==> config.mk <==
export PLATFORM = sky130hd
export DESIGN_NAME = vcell_access_ctrl
export DESIGN_NICKNAME = d
export VERILOG_FILES = /design/src/rtl/MD_pkg.sv /design/src/rtl/vcell_rsp_pipe.sv /design/src/rtl/vcell_access_ctrl.sv
export SDC_FILE = /design/constraint.sdc
export NUM_CORES = 1
export LEC_CHECK = 0
export CAP_MARGIN = 30
export CORE_UTILIZATION = 32
export CTS_CLUSTER_DIAMETER = 150
export DETAILED_ROUTE_END_ITERATION = 6
export MAX_ROUTING_LAYER = met4
export PLACE_DENSITY_LB_ADDON = 0.08
export RECOVER_POWER = 100
export SYNTH_ARGS = -nofsm -noshare
export SYNTH_HDL_FRONTEND = slang
export SYNTH_HIERARCHICAL = 1
export SYNTH_SLANG_ARGS = --single-unit
==> constraint.sdc <==
create_clock -name clk -period 4.6 [get_ports clk]
set_input_delay 0.92 -clock clk [delete_from_list [all_inputs] [get_ports clk]]
set_output_delay 0.92 -clock clk [all_outputs]
set_load 0.005 [all_outputs]
==> src/rtl/MD_pkg.sv <==
// Shared widths and types for the MD cell datapath, plus the velocity-cell
// access controller state and response-tag types.
package MD_pkg;

    localparam int unsigned FLOAT_STRUCT_WIDTH   = 32;
    localparam int unsigned PARTICLE_ID_WIDTH    = 8;
    localparam int unsigned VEL_CACHE_RD_LATENCY = 2;

    typedef enum logic [1:0] {
        SERVE,
        DUMP,
        DRAIN
    } vcell_ctrl_state_t;

    typedef enum logic {
        SrcClient,
        SrcDump
    } vcell_rsp_src_t;

    typedef struct packed {
        logic                         valid;
        vcell_rsp_src_t               src;
        logic [PARTICLE_ID_WIDTH-1:0] addr;
    } vcell_rsp_tag_t;

endpackage

==> src/rtl/vcell_rsp_pipe.sv <==
// Delay line for read tags, kept in step with the cache read latency so the
// tail lines up with cache_vel_out.
module vcell_rsp_pipe
    import MD_pkg::*;
#(
    parameter int unsigned Depth = VEL_CACHE_RD_LATENCY
) (
    input  logic           clk,
    input  logic           rst_n,
    input  vcell_rsp_tag_t tag_i,
    output vcell_rsp_tag_t tag_o
);

    vcell_rsp_tag_t tag_q [Depth];
    vcell_rsp_tag_t tag_d [Depth];

    always_comb begin
        tag_d[0] = tag_i;
        for (int unsigned i = 1; i < Depth; i++) begin
            tag_d[i] = tag_q[i-1];
        end
    end

    always_ff @(posedge clk) begin
        for (int unsigned i = 0; i < Depth; i++) begin
            if (!rst_n) begin
                tag_q[i] <= '0;
            end else begin
                tag_q[i] <= tag_d[i];
            end
        end
    end

    assign tag_o = tag_q[Depth-1];

endmodule

==> src/rtl/vcell_access_ctrl.sv <==
// Arbitrates the motion-update write stream and the client read stream onto one
// velocity cache cell, and streams a frozen snapshot of every velocity on demand.
module vcell_access_ctrl
    import MD_pkg::*;
#(
    parameter int unsigned NUM_PARTICLES = 64,
    parameter int unsigned RD_LATENCY    = VEL_CACHE_RD_LATENCY
) (
    input  logic                          clk,
    input  logic                          rst_n,
    input  logic                          wr_valid,
    output logic                          wr_ready,
    input  logic [PARTICLE_ID_WIDTH-1:0]  wr_addr,
    input  logic [FLOAT_STRUCT_WIDTH-1:0] wr_vel,
    input  logic                          rd_valid,
    output logic                          rd_ready,
    input  logic [PARTICLE_ID_WIDTH-1:0]  rd_addr,
    output logic                          rsp_valid,
    output logic [PARTICLE_ID_WIDTH-1:0]  rsp_addr,
    output logic [FLOAT_STRUCT_WIDTH-1:0] rsp_vel,
    input  logic                          dump_start,
    output logic                          dump_busy,
    output logic                          dump_valid,
    output logic [PARTICLE_ID_WIDTH-1:0]  dump_addr,
    output logic [FLOAT_STRUCT_WIDTH-1:0] dump_vel,
    output logic                          dump_done,
    output logic                          cache_wr_en,
    output logic [PARTICLE_ID_WIDTH-1:0]  cache_wr_addr,
    output logic [FLOAT_STRUCT_WIDTH-1:0] cache_vel_in,
    output logic [PARTICLE_ID_WIDTH-1:0]  cache_rd_addr,
    input  logic [FLOAT_STRUCT_WIDTH-1:0] cache_vel_out
);

    localparam int unsigned IdW    = PARTICLE_ID_WIDTH;
    localparam int unsigned DrainW = (RD_LATENCY > 1) ? $clog2(RD_LATENCY) : 1;
    localparam logic [IdW-1:0]    LastId    = IdW'(NUM_PARTICLES - 1);
    localparam logic [DrainW-1:0] LastDrain = DrainW'(RD_LATENCY - 1);

    if (RD_LATENCY < 1) begin : g_bad_latency
        $error("RD_LATENCY must be at least 1");
    end
    if (NUM_PARTICLES < 1 || NUM_PARTICLES > (1 << IdW)) begin : g_bad_count
        $error("NUM_PARTICLES must fit in PARTICLE_ID_WIDTH");
    end

    vcell_ctrl_state_t state_q, state_d;
    logic [IdW-1:0]    dump_cnt_q, dump_cnt_d;
    logic [DrainW-1:0] drain_cnt_q, drain_cnt_d;

    logic serving, dumping, draining, collide, wr_fire, rd_fire;
    vcell_rsp_tag_t pipe_in, pipe_out;
    logic tail_valid;

    // Outputs are qualified with rst_n so every output is 0 while reset is held.
    assign serving  = rst_n && (state_q == SERVE);
    assign dumping  = rst_n && (state_q == DUMP);
    assign draining = rst_n && (state_q == DRAIN);

    // Same-ID write and read: let the write land first, read retries next cycle.
    assign collide  = wr_valid && rd_valid && (wr_addr == rd_addr);
    assign wr_ready = serving;
    assign rd_ready = serving && !collide;
    assign wr_fire  = wr_valid && wr_ready;
    assign rd_fire  = rd_valid && rd_ready;

    assign cache_wr_en   = wr_fire;
    assign cache_wr_addr = wr_fire ? wr_addr : '0;
    assign cache_vel_in  = wr_fire ? wr_vel : '0;

    always_comb begin
        cache_rd_addr = '0;
        if (rd_fire) begin
            cache_rd_addr = rd_addr;
        end else if (dumping) begin
            cache_rd_addr = dump_cnt_q;
        end
    end

    always_comb begin
        pipe_in       = '0;
        pipe_in.valid = rd_fire || dumping;
        pipe_in.src   = dumping ? SrcDump : SrcClient;
        pipe_in.addr  = cache_rd_addr;
    end

    vcell_rsp_pipe #(
        .Depth (RD_LATENCY)
    ) u_rsp_pipe (
        .clk   (clk),
        .rst_n (rst_n),
        .tag_i (pipe_in),
        .tag_o (pipe_out)
    );

    assign tail_valid = rst_n && pipe_out.valid;
    assign rsp_valid  = tail_valid && (pipe_out.src == SrcClient);
    assign dump_valid = tail_valid && (pipe_out.src == SrcDump);
    assign rsp_addr   = rsp_valid ? pipe_out.addr : '0;
    assign rsp_vel    = rsp_valid ? cache_vel_out : '0;
    assign dump_addr  = dump_valid ? pipe_out.addr : '0;
    assign dump_vel   = dump_valid ? cache_vel_out : '0;

    assign dump_busy = dumping || draining;
    assign dump_done = draining && (drain_cnt_q == LastDrain);

    always_comb begin
        state_d     = state_q;
        dump_cnt_d  = dump_cnt_q;
        drain_cnt_d = drain_cnt_q;
        unique case (state_q)
            SERVE: begin
                if (dump_start) begin
                    state_d    = DUMP;
                    dump_cnt_d = '0;
                end
            end
            DUMP: begin
                if (dump_cnt_q == LastId) begin
                    state_d     = DRAIN;
                    drain_cnt_d = '0;
                end else begin
                    dump_cnt_d = dump_cnt_q + IdW'(1);
                end
            end
            DRAIN: begin
                if (drain_cnt_q == LastDrain) begin
                    state_d = SERVE;
                end else begin
                    drain_cnt_d = drain_cnt_q + DrainW'(1);
                end
            end
            default: state_d = SERVE;
        endcase
    end

    always_ff @(posedge clk) begin
        if (!rst_n) begin
            state_q     <= SERVE;
            dump_cnt_q  <= '0;
            drain_cnt_q <= '0;
        end else begin
            state_q     <= state_d;
            dump_cnt_q  <= dump_cnt_d;
            drain_cnt_q <= drain_cnt_d;
        end
    end

endmodule

# Word-level counts from Yosys, hierarchy flattened

Memory sizes are Yosys's and may differ from the RTL's.
Cells that the tools add are included.

Register bits after elaboration: 11
RAM bits: 20
Input port bits: 85
Output and inout port bits: 135
Word-level logic and storage cells: 61
Memories kept: 1

Memory list:

| memory           | words | bits a word | rd ports | clocked after memory_dff | wr ports | line                 | source |
|---|---|---|---|---|---|---|---|
| u_rsp_pipe.tag_q | 2     | 10          | 2        | 0                        | 2        | vcell_rsp_pipe.sv:14 | `vcell_rsp_tag_t tag_q [Depth];` |

$add $sub $neg: 2
Eq/ne operators: 8
Mux-type cells: 23
Bitwise gates (word level): 3
Reduce and logical (&&, ||, !) cells: 21

Operator list:

| operator                                                               | count |
|---|---|
| 32-bit two-way mux                                                     | 3 |
| 8-bit two-way mux                                                      | 7 |
| 10-bit two-way mux                                                     | 2 |
| 8-bit one-hot mux with 2 select lines                                  | 1 |
| 1-bit logical AND                                                      | 12 |
| 8-bit by 1-bit adder with 8-bit output (second input constant)         | 1 |
| 8-bit by 6-bit equality test with 1-bit output (second input constant) | 1 |
| 8-bit equality test                                                    | 1 |
| 2-bit two-way mux                                                      | 3 |
| 2-bit != test (second input constant)                                  | 3 |
| 2-bit one-hot mux with 3 select lines                                  | 1 |
| 3-bit AND reduction                                                    | 2 |
| 1-bit two-way mux                                                      | 5 |
| 2-bit nonzero test                                                     | 2 |
| 2-bit by 1-bit equality test with 1-bit output (second input constant) | 1 |
| 2-bit equality test (second input constant)                            | 1 |
| 2-bit zero test                                                        | 1 |
| 1-bit logical OR                                                       | 2 |
| 2-bit by 1-bit != test with 1-bit output (second input constant)       | 1 |
| 1-bit OR                                                               | 2 |
| 1-bit one-hot mux with 2 select lines                                  | 1 |
| 2-bit AND reduction                                                    | 1 |
| 1-bit adder (second input constant)                                    | 1 |
| 1-bit zero test                                                        | 1 |
| 1-bit inverter                                                         | 1 |

# Logic depth before layout (Yosys ltp)

Depth after elaboration: 7
Mapped depth: 7
Depth with buffers taken out: 6

# Hierarchy

The synthesis kept the hierarchy.

Modules (own cells, without submodules):

| module            | times used | cells each | area each (um^2) | sequential area each (um^2) |
|---|---|---|---|---|
| vcell_access_ctrl | 1          | 254        | 1670.4           | 220.2 |
| vcell_rsp_pipe    | 1          | 42         | 561.8            | 400.4 |

# Worst setup path after synthesis

No wires, ideal clock.

Path kind: input-to-output
Start point: input port wr_addr[4]
End point: output port cache_rd_addr[6]
Arrival: 2.316 ns
Data required time: 3.680 ns
Setup slack: 1.364 ns
Cell stages on the path: 5
Path buffers: 1
Path through: xor2_1 -> or4_4 -> nor4_4 -> o21ai_0 -> buf_4

RTL lines:

| element         | line                    | source |
|---|---|---|
| start, declared | vcell_access_ctrl.sv:13 | `input logic [PARTICLE_ID_WIDTH-1:0] wr_addr,` |
| end, declared   | vcell_access_ctrl.sv:30 | `output logic [PARTICLE_ID_WIDTH-1:0] cache_rd_addr,` |

# Worst setup path in the final report

Start point: input port wr_addr[4]
End point: output port cache_rd_addr[7]

Longest elaborated chain between the ends: 6

RTL lines:

| element             | line                    | source |
|---|---|---|
| 8-bit equality test | vcell_access_ctrl.sv:60 | `assign collide = wr_valid && rd_valid && (wr_addr == rd_addr);` |
| 1-bit logical AND   | vcell_access_ctrl.sv:60 |  |
| 1-bit zero test     | vcell_access_ctrl.sv:62 | `assign rd_ready = serving && !collide;` |
| 1-bit logical AND   | vcell_access_ctrl.sv:62 |  |
| 1-bit logical AND   | vcell_access_ctrl.sv:64 | `assign rd_fire = rd_valid && rd_ready;` |
| 8-bit two-way mux   | vcell_access_ctrl.sv:72 | `if (rd_fire) begin` |

Every way passes these cells.

==> impl_summary.md <==
Pwr
Across the VDD grid, the largest voltage drop is approximately 0.00015 V. Summed over all nets, the switching power comes to 0.173 mW. The internal portion of total power is roughly 0.57 mW. The share of total power dissipated in combinational logic is 0.255. Of the total power, the share spent switching nets is 0.232. The static leakage is around 2.1 nW. For this design the ratio of total power to cell area is 166 nW/um^2. Of the total power, registers draw 0.375. The portion of total power attributed to the clock network is 0.370.

STA
Timing would allow up to 0.231 GHz. The total count of hold-check failures in the final report came to 0. Setup repair after global routing left no endpoint under its margin.

The post-route clock period utilization is 0.942. The slew at the pin with the worst max-slew slack is a little under 0.6 ns. Setup violations remaining at the end of the flow were counted as 0. In the final timing run, aggregate negative setup slack is 0 ns. Counting I/O delays and the setup requirement, the final critical path takes approximately 4.3 ns. For the final database, setup skew stands at 0.00597 ns. Headroom to the max-slew limit came out at 0.603. The number of slew-limit violations in the final report was 0.

Layout
The ratio of cells with drive above 1 in the final layout is 0.0501. The design area is ~4500 um^2. Relative to the synthesized area, the layout overhead comes to 102%. The storage element area is 621 um^2. 0 antenna diodes ended up in the layout. In the final layout, the multi-input gates occupy 1440 um^2.

Once layout is complete, the utilization of the core stands at 0.667. For this run, the post-layout net count is around 580. The count of filler cells inserted in the layout is between 500 and 600.

Placement
The count of buffers added on input and output ports is ~220. Summed over all nets, the half-perimeter wirelength after detailed placement is about 6600 um. The area after detailed placement is roughly 4400 um^2. At the end of routability-driven placement, the weighted congestion stood at 0.820.

Die
The floorplan step defined a die boundary enclosing approximately 7300 um^2. The overall die width is 85.5 um. The die span in y is 85.5 um.

The area of the core region is between 6000 and 7000 um^2. For this configuration, the core starts out at a cell density of 0.330. In this run the core area contains 30 standard-cell rows.

Pin placement for this block handled between 200 and 250 I/O pins.

Detailed routing
The detailed router put a total of around 3100 um of wire on met1. The count of nets left with antenna violations after detail routing is 0. The starting DRC count in detailed routing is 80.

In the final routed layout, each cell accounts on average for ~14 um. The highest metal layer carrying signal wires in the routed design is met4. Dividing the detail-routed via count by the number of cells gives approximately 4.6. The via count of the routed design is around 2700. The wire length after detailed routing is between 8000 and 9000 um. After detailed routing, the met2 layer carries 4310 um of wire. In the routed design, unresolved DRC markers number 0. The iteration count of the initial detailed-routing pass is 4. The routed length on met3 is ~530 um.

Synthesis
By count the netlist is led by and2_1 (92), and3_1 (44), dfxtp_1 (31). Of the post-synthesis cell area, the part taken by muxes is 0.00953. The synthesized design contains 31 register bits.

The most common cell in the netlist is and2_1. Of the total synthesized cell area, the portion taken by AND, OR, NAND and NOR gates is 0.524. The synthesis warning total is 6.

The gate count of the mapped netlist is about 300. The netlist uses 36 different library cells. The most instantiated flip-flop cell in the synthesis netlist is dfxtp_1. The adder-cell share of the synthesized area is 0.00561. A synthesized cell averages approximately 7.5 um^2. Yosys attributes the largest share of cell area to dfxtp_1 (28%), and2_1 (26%), and3_1 (12%). The synthesized design spends more area on one cell type than any other, namely dfxtp_1. After synthesis, the largest family of logic cells by area is simple AND/OR/NAND/NOR gates.

The area of the mapped netlist is roughly 2200 um^2. Of the synthesized area, sequential elements account for 0.278. The fraction of the mapped netlist area in compound gates is 0.0790. Of the total synthesized cell area, the portion taken by XOR and XNOR cells is 0.0314. The number of synthesized flops with an enable pin is 0. The fraction of synthesized cell area taken by the top area cell type is 0.278. Counting flops with an async set or reset pin after synthesis yields a share of 0.

The post-synth net total is ~380.

Clocking
The clock buffer count from CTS is 5. In this run the number of H-tree levels came out at 2. The CTS sink count is 31.

The root buffer cell is clkbuf_8. The number of hold buffers added after CTS was 0. The maximum clock path buffer count is 2. TritonCTS built the clock tree. Once the clock tree was built, the setup fixing pass inserted 0 buffers.

The clock transition at the registers of the reported paths is around 0.070 ns. At the later pin of the worst-skew pair, clock insertion delay measures 0.28 ns. The number of gates resized after CTS was 0.

Run status
The run finished with clean final reports.

Global routing
The largest net degree at the start of global routing is 46. The final global-route overflow total is 0. The total global routing track utilization is 0.221. The number of antenna violations at the first check in global routing was 0. The first global-routing pass estimated ~12000 um of wire. The number of global-route vias before repair is approximately 2400.

Worst setup path
The critical path in this run is classified as in -> out. The category of the worst setup path capture point is an output pin. The data required time of the critical path is 3.68 ns.

The critical path arrival is 3.41 ns. The critical-path maximum fanout is 10. The worst setup path is launched from an input port. For the worst flop-to-flop path, the logic depth is 6.

Min path
Along the worst hold path, the cell count comes to 1. The worst hold path belongs to the class reg -> reg.

Flow run
Max-cap violations in this run came to 0.
worst max-delay path: stages:
cell	delay, ns
clkdlybuf4s50_1	0.43
xor2_1	0.17
or4_1	0.57
nor4_4	0.51
o21ai_0	0.19
dlygate4sd3_1	0.62
power by group through the flow:
stage | Clock [mW] | Combinational [mW] | Sequential [mW]
floorplan | 0 | 0.0673 | 0.285
global placement | 0 | 0.199 | 0.286
detailed placement | 0 | 0.202 | 0.287
CTS | 0.281 | 0.203 | 0.280
global route | 0.293 | 0.207 | 0.281
finish | 0.276 | 0.190 | 0.280
final timing paths:
kind / to / startpoint / slack [ns]
setup / recovery: cache_rd_addr[7] / wr_addr[4] / 0.27
hold / removal: u_rsp_pipe/tag_q[1][1] / u_rsp_pipe/tag_q[0][1] / 0.43
setup reg to reg: dump_cnt_q[6] / state_q[0] / 2.70
hold reg to reg: u_rsp_pipe/tag_q[1][1] / u_rsp_pipe/tag_q[0][1] / 0.43
metal layers:
| metal | vias up | global-route usage |
|---|---|---|
| met5 | - | - |
| met4 | 0 | 0.0561 |
| met2 | 118 | 0.416 |
| li1 | 1366 | - |
| met1 | 1198 | 0.234 |
| met3 | 7 | 0.0481 |
kinds of logic (layout without fill, tap and decap cells):
logic type | after synthesis | count (layout)
muxes | 2 | 2
buffers and inverters | 31 | 234
xor gates and xnor gates | 8 | 8
AOI/OAI and AO/OA | 29 | 29
DFF | 31 | 31
and+or+nand+nor | 194 | 194
adders and majority gates | 1 | 1
cells in the final DEF (no fill, tap or decap), types with 2 or more instances in the layout:
cell type	count
clkbuf_8	6
and2_0	32
nand2b_1	3
xor2_1	5
and2_1	60
a21o_1	2
and3_1	44
nor3b_1	2
nor2b_1	3
and2_2	11
clkbuf_2	2
xnor2_1	3
nand3_1	2
a21oi_1	6
clkdlybuf4s50_1	143
nand2_1	25
nor3_1	3
nor2_1	7
buf_4	2
inv_1	2
dlygate4sd3_1	76
dfxtp_1	31
o21ai_0	12
stage by stage:
stage               power [mW]  setup slack [ns]  hold WS, ns  std cells
finish                   0.747             0.267        0.433        579
CTS                      0.764             0.381        0.437        579
global route             0.781             0.112        0.443        579
detailed placement       0.488             0.384        0.421        571
global placement         0.486             0.425        0.414        571
floorplan                0.352              1.36        0.406        296
flip-flops by register name (all words and copies together) (netlist names):
name,count
drain_cnt_q,1
dump_cnt_q,8
u_rsp_pipe/tag_q,20
state_q,2
area by class of cell:
| class | instances | share of cell area |
|---|---|---|
| Clock inverter | 2 | 0.00777 |
| Timing Repair Buffer | 224 | 0.493 |
| Multi-Input combinational cell | 234 | 0.320 |
| Clock buffer | 6 | 0.0183 |
| Inverter | 2 | 0.00167 |
| Tap cell | 80 | 0.0222 |
| Sequential cell | 31 | 0.138 |
No activity file was read; power rests on OpenSTA's default activity.
